### src/rtl/div_seq.sv
// Sequential restoring divider for RISC-V M-extension DIV/DIVU/REM/REMU, one quotient bit per cycle.
// Define DIV_SEQ_EARLY_OUT_EN to skip the iterations for divide-by-zero and signed overflow.
module div_seq #(
  parameter int W = 32
) (
  input  logic         clk,
  input  logic         rst_n,
  input  logic         div_load,
  input  logic         dact,
  input  logic         flush,
  input  logic [2:0]   funct3,
  input  logic         div_res_sel,
  input  logic [W-1:0] lhs,
  input  logic [W-1:0] rhs,
  input  logic [4:0]   in_rd,
  output logic [W-1:0] result,
  output logic         rslt_valid,
  output logic [4:0]   out_rd,
  output logic         busy
);

  // state   | meaning
  // IDLE    | no operation pending
  // LOADED  | operands latched, waiting for dact
  // CALC    | W shift-subtract iterations
  // FIX     | apply signs and special cases, register result
  // DONE    | result held, rslt_valid pulsed on entry
  typedef enum logic [2:0] {S_IDLE, S_LOADED, S_CALC, S_FIX, S_DONE} state_t;

  localparam int CW = $clog2(W + 1);
  localparam logic [W-1:0] MIN_NEG = {1'b1, {(W-1){1'b0}}};

  state_t         state_q;
  logic [W-1:0]   lhs_q, rhs_q, rem_q, quo_q, dvs_q, result_q;
  logic [2:0]     f3_q;
  logic           sel_q;
  logic [4:0]     rd_q, out_rd_q;
  logic           valid_q;
  logic [CW-1:0]  cnt_q;

  logic           is_signed, div_zero, sgn_ovf, q_neg, r_neg;
  logic [W-1:0]   lhs_abs, rhs_abs, rem_d, quo_d, q_fix, r_fix, result_d;
  logic [W:0]     part, diff;
  logic           unused_f3;

  assign unused_f3 = ^f3_q[2:1];

  always_comb begin
    is_signed = ~f3_q[0];
    lhs_abs   = (is_signed && lhs_q[W-1]) ? -lhs_q : lhs_q;
    rhs_abs   = (is_signed && rhs_q[W-1]) ? -rhs_q : rhs_q;
    div_zero  = (rhs_q == '0);
    sgn_ovf   = is_signed && (lhs_q == MIN_NEG) && (rhs_q == '1);
    q_neg     = is_signed && (lhs_q[W-1] ^ rhs_q[W-1]);
    r_neg     = is_signed && lhs_q[W-1];

    // Restoring step: shift next dividend bit into the partial remainder, subtract if it fits.
    part = {rem_q, quo_q[W-1]};
    diff = part - {1'b0, dvs_q};
    if (!diff[W]) begin
      rem_d = diff[W-1:0];
      quo_d = {quo_q[W-2:0], 1'b1};
    end else begin
      rem_d = part[W-1:0];
      quo_d = {quo_q[W-2:0], 1'b0};
    end

    q_fix = q_neg ? -quo_q : quo_q;
    r_fix = r_neg ? -rem_q : rem_q;
    // Special cases are forced here so the early-out path never depends on iteration results.
    if (div_zero)     result_d = sel_q ? lhs_q : '1;
    else if (sgn_ovf) result_d = sel_q ? '0 : MIN_NEG;
    else              result_d = sel_q ? r_fix : q_fix;
  end

  always_ff @(posedge clk or negedge rst_n) begin
    if (!rst_n) begin
      state_q  <= S_IDLE;
      lhs_q    <= '0;
      rhs_q    <= '0;
      f3_q     <= '0;
      sel_q    <= 1'b0;
      rd_q     <= '0;
      rem_q    <= '0;
      quo_q    <= '0;
      dvs_q    <= '0;
      cnt_q    <= '0;
      result_q <= '0;
      out_rd_q <= '0;
      valid_q  <= 1'b0;
    end else if (flush) begin
      state_q <= S_IDLE;
      valid_q <= 1'b0;
    end else begin
      valid_q <= (state_q == S_FIX);
      if (div_load && (state_q == S_IDLE || state_q == S_LOADED || state_q == S_DONE)) begin
        lhs_q   <= lhs;
        rhs_q   <= rhs;
        f3_q    <= funct3;
        sel_q   <= div_res_sel;
        rd_q    <= in_rd;
        state_q <= S_LOADED;
      end else begin
        case (state_q)
          S_LOADED: if (dact) begin
            rem_q <= '0;
            quo_q <= lhs_abs;
            dvs_q <= rhs_abs;
`ifdef DIV_SEQ_EARLY_OUT_EN
            if (div_zero || sgn_ovf) begin
              cnt_q   <= '0;
              state_q <= S_FIX;
            end else begin
              cnt_q   <= CW'(W);
              state_q <= S_CALC;
            end
`else
            cnt_q   <= CW'(W);
            state_q <= S_CALC;
`endif
          end
          S_CALC: begin
            rem_q <= rem_d;
            quo_q <= quo_d;
            cnt_q <= cnt_q - CW'(1);
            if (cnt_q == CW'(1)) state_q <= S_FIX;
          end
          S_FIX: begin
            result_q <= result_d;
            out_rd_q <= rd_q;
            state_q  <= S_DONE;
          end
          default: ;
        endcase
      end
    end
  end

  assign result     = result_q;
  assign rslt_valid = valid_q;
  assign out_rd     = out_rd_q;
  assign busy       = (state_q == S_LOADED) || (state_q == S_CALC) || (state_q == S_FIX);

endmodule

### config.mk
export PLATFORM = sky130hd
export DESIGN_NAME = div_seq
export DESIGN_NICKNAME = d
export VERILOG_FILES = /design/src/rtl/div_seq.sv
export SDC_FILE = /design/constraint.sdc
export NUM_CORES = 1
export LEC_CHECK = 0
export ABC_AREA = 0
export ABC_CLOCK_PERIOD_IN_PS = 3100
export BUFFER_PORTS_ARGS = -buffer_cell sky130_fd_sc_hd__buf_2
export CAP_MARGIN = 20
export CORE_MARGIN = 3
export CORE_UTILIZATION = 47
export DETAILED_ROUTE_END_ITERATION = 10
export GPL_TIMING_DRIVEN = 1
export PLACE_DENSITY = 0.75
export SETUP_SLACK_MARGIN = 0.5
export SYNTH_ARGS = -nofsm -noshare
export SYNTH_HDL_FRONTEND = slang
export SYNTH_SLANG_ARGS = --single-unit
export TNS_END_PERCENT = 100
### constraint.sdc
create_clock -name clk -period 3.1 [get_ports clk]
set_input_delay 0.31 -clock clk [delete_from_list [all_inputs] [get_ports clk]]
set_output_delay 0.31 -clock clk [all_outputs]
set_load 0.1 [all_outputs]
==> metrics, run 1 <==
hold path start=rhs[23]; Setup WS post-layout=-0.108 ns; DRT iter0 DRCs=1,544; R2R Path End=dvs_q[29]; Avg Inst Size Synth=approximately 9 µm²; status=complete, but fails checks; Hold Path End=rhs_q[23]; DP HPWL=approximately 27 mm; share of layout cells above drive strength 1=0.323; RR Startpoint=rhs_q[6]; worst hold stages=2; Max-slew headroom=0.360; EDFF count, synth=0; core area=~0.028 mm²; failing checks=setup timing; post-synthesis sequential area ratio=0.397; CTS root buffer=clkbuf_16; final-report hold violation count=0; Setup crit end kind=flip-flop; Reg clk slew, reported paths=about 0.06 ns; static leakage=8.30 nW; Worst Skew=approximately 0.018 ns; Worst-Margin Slew=0.960 ns; Crit. Startpoint=rhs_q[6]; commonest cells in the netlist=dfrtp_1 (214), o21ai_0 (174), nand2_1 (155), nor2_1 (88), clkbuf_1 (78); drt wl/cell=roughly 20 µm; RSZ-0062 raised after global routing=yes; largest net degree at the start of global routing=approximately 100; chip width=about 180 µm; PwrDens=1120 mW/mm²; worst hold-check path type=input port to flip-flop; first-pass GRT wire length=slightly below 70 mm; IO buf count=114; kind of critical path=flip-flop to flip-flop; CTS tree=built; initial core utilization=0.481; H-tree levels=1; DR vias=13,400; startpoint types=flip-flop; Fillers=just under 2,000; die extent in y=about 180 µm; fin crit share=1.03; top-count cell post-synth=dfrtp_1; post-place setup slack=-0.0661 ns; top cell type's share of synthesized area=0.397; DRT Wirelength=44.2 mm; Worst-Skew Late Latency=0.55 ns; min Tclk post-route=3.21 ns; vias in the first global route=about 13,000; WP data arrival=3.61 ns; Syn Inst Count=approximately 1,500; DRC errors left=0; setup violators final=18; vias per inst=between 6 and 7; cts bufs inserted=25; setup slack, reg-to-reg=-0.11 ns; f_max=between 300 and 400 MHz; Antenna Nets Post-Route=0; Max-Cap Viols=0; final core occ=0.665; Synth Register Bits=about 210; Yosys Warn Count=0; Synth Flop Type=dfrtp_1; gr ovfl total=0; Clock Tree Buf Depth=3; die area=0.0308 mm²; Worst EP required=3.51 ns; Worst IR Drop VDD=around 0.00055 V; drt first pass iters=6; Layout area overhead=38.1%; Net Count, Synth=1,610; worst reg-to-reg path cell count=9; initial antenna violation count=0; largest area contributor in the netlist=dfrtp_1; row count=61; synth top area cells=dfrtp_1 (40%), o21ai_0 (6.5%), mux2_2 (5.5%); CP Max Fanout=4; placer's final routability congestion estimate=0.923; # nets final=1,896; mapped cell area=0.0135 mm²; Sink Count=214; IO Pins=roughly 120; Post-synth ARST share=1.00; Slew Limit Fails=0; Netlist cell types=between 60 and 70; gr usage total=0.267
kinds of logic (layout without fill, tap and decap cells):
group,after synthesis,after routing,share of synthesized area
other,0,1,0
muxes,93,93,0.0752
xor gates and xnor gates,146,146,0.0948
AOI/OAI and AO/OA,448,448,0.207
buffers and inverters,138,441,0.0392
and+or+nand+nor,413,413,0.149
DFF,214,214,0.397
adders and majority gates,40,40,0.0377
worst max-delay path, stage by stage (launching register included):
cell and delay [ns]:
dfrtp_1 0.38, or4_4 0.55, or3_4 0.34, or3_4 0.37, or2_4 0.24, or4_4 0.44
nor4b_4 0.36, a21oi_1 0.14, xnor2_1 0.18, o21ai_1 0.07
worst max path at each step:
stage,end,cells after the start
3_5_place_dp,dvs_q[27],9
4_1_cts,dvs_q[27],9
5_1_grt,dvs_q[25],9
2_1_floorplan,dvs_q[27],9
3_3_place_gp,dvs_q[29],9
6_report,dvs_q[29],9
cell type report:
type / instances / area [µm²] / area share
clock buffers: 29 / 671 / 0.0360
repair buffers: 345 / 2970 / 0.159
well taps: 378 / 473 / 0.0254
diodes: 1 / 2.50 / 0.000134
flip-flops and latches: 214 / 5360 / 0.288
inverters: 52 / 195 / 0.0105
clock inverters: 15 / 155 / 0.00833
multi-input cells: 1140 / 8800 / 0.473
stage by stage:
step | hold WS (ns) | power (mW) | instances | setup TNS (ns) | instance area [µm²]
5_1_grt | 0.00822 | 22.0 | 2173 | -3.78 | 18600
3_3_place_gp | 0.443 | 14.9 | 2002 | -0.000851 | 15300
4_1_cts | 0.000568 | 19.7 | 2152 | -0.176 | 17900
3_5_place_dp | 0.449 | 15.2 | 2002 | -0.138 | 15300
6_report | 0.0112 | 20.9 | 2174 | -0.935 | 18600
2_1_floorplan | 0.0144 | 12.6 | 1492 | 0 | 13700
per-layer routing:
| layer | up-vias | routed length [µm] | GRT usage |
|---|---|---|---|
| li1 | 5980 | - | - |
| met1 | 6451 | 17600 | 0.349 |
| met2 | 756 | 20900 | 0.453 |
| met3 | 185 | 3570 | 0.0385 |
| met4 | 0 | 2090 | 0.0987 |
| met5 | - | 0 | 0 |
registers in the layout, indices dropped and copies added, names as in the netlist, 6 cells and up:
name / cells
lhs_q: 32
rem_q: 32
rhs_q: 32
quo_q: 32
dvs_q: 32
result: 32
cnt_q: 6
cell usage in the layout (no fill, tap or decap), types with 61 or more instances in the layout:
cell	count
dfrtp_1	213
nand2_1	147
buf_4	115
buf_2	113
o21ai_0	100
nor2_1	84
xor2_1	76
xnor2_1	68
mux2_2	65
a21oi_1	61
what timing repair did:
action,4_1_cts,5_1_grt
buffers inserted,34,21
pin swaps,51,44
hold buffers,60,0
endpoints found under the hold margin,151,0
resized for setup,167,118
endpoints found under the setup margin,85,86
cloned,12,0
report_power, final:
part | switching, mW | internal, mW | total, mW
logic | 7.52 | 5.45 | 13.0
registers | 1.22 | 3.75 | 4.96
clock network | 1.25 | 1.73 | 2.98
total | 9.99 | 10.9 | 20.9
(Power assumes the default switching activity.)
==> run 2, diff against run 1 <==
- MAX_ROUTING_LAYER: not set -> met4
==> run 2 against run 1 <==
The flow still finishes with violations (setup timing). Fmax grew 0.67%. Hold slack gained 0.0076 ns. Cell count shrank 1.3%. Clock-buffer cell count grew 4. Total power shrank 1.2%. Utilization shrank 1.5 points. Sequential power shrank 1%. Critical path type unchanged. Largest power group unchanged. Highest routed layer unchanged.
==> metrics, run 2 (synthesis results as in run 1) <==
row count=~60; Setup crit end kind=flip-flop; worst hold-check path type=input port to flip-flop; Clock power frac=0.144; H-tree levels=1; static leakage=~8.2 nW; Cell Count, Final, Fillers Out=approximately 2,100; Fillers=between 2,000 and 2,500; CTS root buffer=clkbuf_16; Max-Cap Viols=0; final-report hold violation count=0; hold_ws=between 0.015 and 0.02 ns; IO buf count=roughly 110; Worst IR Drop VDD=between 0.0005 and 0.0006 V; initial core utilization=0.481; startpoint types=flip-flop; die area=about 0.031 mm²; Worst Skew=0.0192 ns; DRT iter0 DRCs=1,217; commonest non-fill, non-tap cell in the layout=dfrtp_1; min Tclk post-route=roughly 3.2 ns; placed insts=about 2,000; failing checks=setup timing; post-place setup slack=-0.0454 ns; share of layout cells above drive strength 1=0.311; vias in the first global route=between 10,000 and 15,000; Slew Limit Fails=0; placer's final routability congestion estimate=0.906; first-pass GRT wire length=~64 mm; Max-slew headroom=0.369; Power Internal=approximately 11 mW; status=complete, but fails checks; Antenna diodes=0; gr usage total=0.263; Worst-Margin Slew=0.946 ns; logic gate share of total power=0.618; Net Switching=~9.7 mW; # nets final=1,868; Setup WS post-layout=-0.0865 ns; PwrDens=~1100 mW/mm²; Worst EP required=3.50 ns; met3 WL post-DR=around 3 mm; vias per inst=~6.0; die extent in y=about 180 µm; drt first pass iters=8; met1 WL=17.2 mm; WP data arrival=about 3.6 ns; commonest non-fill, non-tap cells in the layout=dfrtp_1 (214), nand2_1 (150), buf_2 (113); CP Max Fanout=4; f_max=314 MHz; DRC errors left=0; top sig layer=met4; cts bufs inserted=24; Clock Tree Buf Depth=3; Antenna Nets Post-Route=0; routed wl met2=between 15 and 20 mm; Worst-Skew Late Latency=about 0.54 ns; chip width=175 µm; Layout area overhead=34.9%; setup violators final=17; fin crit share=1.03; CTS tree=built; Flop pwr share=0.238; DRT Wirelength=about 42 mm; IO Pins=117; initial antenna violation count=0; core area=0.0280 mm²; drt wl/cell=approximately 19 µm; Sw Ratio=0.470; DR vias=approximately 13,000; Sink Count=214; kind of critical path=flip-flop to flip-flop; Reg clk slew, reported paths=roughly 0.060 ns; largest net degree at the start of global routing=100; gr ovfl total=0; RSZ-0062 raised after global routing=yes; DP HPWL=approximately 27 mm
## run 2: cell types whose count changed in the layout (fill, tap and decap cells not counted), moves of 4 or more
cell and delta:
clkbuf_1 +4, buf_6 -5, dlygate4sd3_1 -14, nor4_2 -4, nor4_1 +4, o21ai_2 +5, mux2i_1 +5, mux2i_2 -5
o21ai_1 -4, buf_12 -6
## run 2: per-layer routing
metal / global-route usage / up-vias
met4: 0.0908 / 0
met5: - / -
met3: 0.0281 / 144
met2: 0.427 / 605
li1: - / 5912
met1: 0.345 / 6153
## run 2: stage by stage
step                      power, mW  setup TNS [ns]  utilization  cell area (µm²)
after detailed placement       15.2          -0.217        0.546            15300
after floorplan                12.6               0            -            13700
after CTS                      19.7          -0.265        0.625            17500
after global placement         14.9               0        0.546            15300
final                          20.7          -0.522        0.649            18200
after global routing           21.8           -3.32        0.649            18200
## run 2: final timing paths
kind | to | depth (start not counted) | slack [ns] | start
worst max-delay path | dvs_q[25] | 10 | -0.09 | rhs_q[6]
worst min-delay path | rhs_q[30] | 2 | 0.02 | rhs[30]
worst max register to register | dvs_q[25] | 10 | -0.09 | rhs_q[6]
worst min register to register | out_rd[3] | 2 | 0.47 | rd_q[3]
max in group asynchronous | cnt_q[4] | 3 | 1.76 | rst_n
min in group asynchronous | quo_q[11] | 2 | 0.42 | rst_n
## run 2: cell type report
class | count | area (µm²) | area share
Tap cell | 378 | 473 | 0.0260
Clock inverter | 11 | 146 | 0.00805
Timing Repair Buffer | 318 | 2620 | 0.144
Clock buffer | 33 | 674 | 0.0371
Sequential cell | 214 | 5360 | 0.294
Inverter | 52 | 195 | 0.0107
Multi-Input combinational cell | 1140 | 8730 | 0.480
## run 2: power by group through the flow
stage	Combinational [mW]	Sequential, mW	Clock (mW)
after floorplan	6.49	6.11	0
after global placement	10.2	4.76	0
after detailed placement	10.4	4.81	0
after CTS	11.8	4.82	3.04
after global routing	13.7	5.01	3.16
final	12.8	4.91	2.98
## run 2: critical path, cell delays in order, from the launching register on
cell and delay (ns):
dfrtp_1 0.37, or4_4 0.55, or3_4 0.35, or3_4 0.38
or2_1 0.23, or4_4 0.45, nor4b_4 0.26, buf_4 0.18
a21oi_2 0.06, xnor2_1 0.14, o21ai_1 0.08
## run 2: repair_timing
action / CTS / global route
buffers inserted: 25 / 17
hold buffers: 46 / 0
pin swaps: 32 / 55
hold endpoints to repair: 139 / 0
cloned: 9 / 1
gates resized for setup: 141 / 113
setup endpoints to repair: 79 / 84
==> run 3, diff against run 2 <==
- ABC_AREA: 0 -> 1
- PLACE_DENSITY: 0.75 -> 0.74
- TNS_END_PERCENT: 100 -> 20
==> run 3 against run 2 <==
The run now ends clean. Synthesized cell count grew 64%. Die area grew 16%. Utilization shrank 7.6 points. Critical path depth grew 2. Non-clock buffer count shrank 89. Clock skew grew 0.013 ns. Synthesized area grew 17%. Global-route usage grew 4.8 points. Clock power grew 3%. Register-to-register slack gained 0.65 ns. Critical endpoint is now result[4]. Highest routed layer unchanged.
==> metrics, run 3 <==
die area=around 0.036 mm²; DRT Wirelength=54.5 mm; worst hold-check path type=input port to flip-flop; vias in the first global route=15,800; gr ovfl total=0; top-count cell post-synth=nand2_1; Syn Inst Count=around 2,400; # nets final=between 2,000 and 3,000; Yosys Warn Count=0; Worst Skew=around 0.033 ns; Worst EP required=about 3.5 ns; Netlist cell types=48; chip width=~190 µm; DRC errors left=0; RSZ-0062 raised after global routing=yes; vias per inst=5.45; DP HPWL=just over 40 mm; IO buf count=between 100 and 150; initial core utilization=0.481; top cell type's share of synthesized area=0.339; Antenna Nets Post-Route=0; commonest cells in the netlist=nand2_1 (730), inv_1 (324), nor2_1 (285), nand3_1 (237), dfrtp_1 (214); Antenna diodes=0; mapped cell area=0.0158 mm²; gr usage total=0.311; WP data arrival=approximately 3.0 ns; CTS root buffer=clkbuf_16; Worst IR Drop VDD=0.000782 V; placer's final routability congestion estimate=between 1 and 1.5; Slew Limit Fails=0; Max-slew headroom=0.518; Max-Cap Viols=0; f_max=~400 MHz; Worst-Margin Slew=0.722 ns; Worst path max stage delay=0.38 ns; Synth Register Bits=~210; core area=roughly 0.033 mm²; PwrDens=between 800 and 900 mW/mm²; met3 WL post-DR=5.09 mm; Cell Chain, Critical Path=inv_1, ha_1, nand3_1, inv_2, nand4_2, nor2_2, nand4_2, nand2_4, clkinvlp_4, buf_4, a21oi_1, nor2_1; worst path buffer plus inverter count=4; Setup crit end kind=flip-flop; die extent in y=between 150 and 200 µm; setup violators final=0; final-report hold violation count=0; largest net degree at the start of global routing=85; top sig layer=met4; slowest CP cell=dfrtp_1; Synth Flop Type=dfrtp_1; largest area contributor in the netlist=dfrtp_1; DR vias=about 17,000; met1 WL=roughly 25 mm; kind of critical path=flip-flop to flip-flop; DRT iter0 DRCs=roughly 1,700; Crit path top cell by count=nand4_2; share of layout cells above drive strength 1=0.117; row count=between 60 and 70; cts bufs inserted=26; final core occ=0.573; min Tclk post-route=~2.5 ns; initial antenna violation count=0; Post-synth ARST share=1.00; drt first pass iters=6; drt wl/cell=~18 µm; Sink Count=around 210; Worst-Skew Late Latency=0.57 ns; status=complete, no violations; Net Count, Synth=about 2,600; CTS tree=built; synth top area cells=dfrtp_1 (34%), nand2_1 (17%), inv_1 (7.7%); H-tree levels=1; EDFF count, synth=0; Worst path top cell family by delay=simple AND/OR/NAND/NOR gates; Avg Inst Size Synth=6.45 µm²; commonest non-fill, non-tap cell in the layout=nand2_1; Clock Tree Buf Depth=3; commonest non-fill, non-tap cells in the layout=nand2_1 (724), inv_1 (321), nor2_1 (278); Layout area overhead=19.0%; static leakage=9.75 nW; first-pass GRT wire length=around 86 mm; startpoint types=flip-flop; post-synthesis sequential area ratio=0.339; fin crit share=0.817; routed wl met2=~23 mm; Reg clk slew, reported paths=about 0.060 ns; Fin Setup TNS=0 ns; CP Max Fanout=11; IO Pins=117
## run 3: cell count changes after synthesis, moves of 25 or more
cell / delta
o31ai_1: -30
xnor2_1: -57
a21o_1: -29
nand2_1: +575
nand3_1: +219
clkbuf_1: -33
mux2_2: -53
inv_1: +273
nand4_1: +25
xor2_1: -39
mux2i_1: -27
nor2_1: +197
## run 3: worst paths after layout
path | slack (ns) | end | from | depth (start not counted)
hold reg to reg | 0.49 | quo_q[2] | quo_q[1] | 2
max in group asynchronous | 1.88 | dvs_q[21] | rst_n | 3
setup / recovery | 0.57 | result[4] | rhs_q[1] | 12
hold / removal | 0.06 | rhs_q[30] | rhs[30] | 3
setup reg to reg | 0.57 | result[4] | rhs_q[1] | 12
min in group asynchronous | 0.38 | rem_q[30] | rst_n | 2
## run 3: area by class of cell
class,instances,area (µm²)
Fill cell,3169,14000
Multi-Input combinational cell,1817,8950
Sequential cell,214,5360
Timing Repair Buffer,229,1790
Inverter,335,1260
Clock buffer,32,703
Tap cell,442,553
Clock inverter,16,161
Timing Repair inverter,1,7.51
## run 3: layer usage
layer / GRT usage / vias up
met2: 0.449 / 745
met3: 0.0663 / 101
met4: 0.0839 / 0
met5: - / -
met1: 0.444 / 7775
li1: - / 8195
## run 3: power breakdown
group          total (mW)  switching, mW  internal [mW]
Combinational        9.08           6.62           2.46
Clock                3.07           1.28           1.79
Sequential           4.58          0.851           3.72
Total                16.7           8.75           7.98
## run 3: worst register-to-register path: stages (launching register included)
cell and delay (ns):
dfrtp_1 0.38, inv_1 0.12, ha_1 0.18, nand3_1 0.15, inv_2 0.10, nand4_2 0.14, nor2_2 0.16, nand4_2 0.19
nand2_4 0.20, clkinvlp_4 0.10, buf_4 0.19, a21oi_1 0.39, nor2_1 0.07
## run 3: what timing repair did
item,in CTS,in global routing
pin swaps,1,4
buffers inserted,3,3
hold endpoints to repair,151,0
hold buffers,71,0
cloned,2,2
gates resized for setup,8,36
setup endpoints to repair,31,62
## run 3: cells by family (layout without fill, tap and decap cells)
kind of cell,after synthesis,in the layout,synth area share
and+or+nand+nor,1384,1384,0.373
buffers and inverters,416,613,0.104
AOI/OAI and AO/OA,330,330,0.114
DFF,214,214,0.339
xor gates and xnor gates,50,50,0.0278
adders and majority gates,40,40,0.0322
muxes,13,13,0.00928
## run 3: per-stage QoR
step / total power [mW] / instance area, µm² / setup WS (ns) / hold slack, ns / std cells
after floorplan: 10.9 / 15800 / 0.833 / 0.0144 / 2447
after global placement: 13.2 / 16900 / 0.565 / 0.370 / 2957
after detailed placement: 13.3 / 16900 / 0.447 / 0.396 / 2957
after CTS: 16.5 / 18600 / 0.495 / 0.0210 / 3081
after global routing: 17.9 / 18800 / 0.396 / 0.0624 / 3086
final: 16.7 / 18800 / 0.568 / 0.0647 / 3086
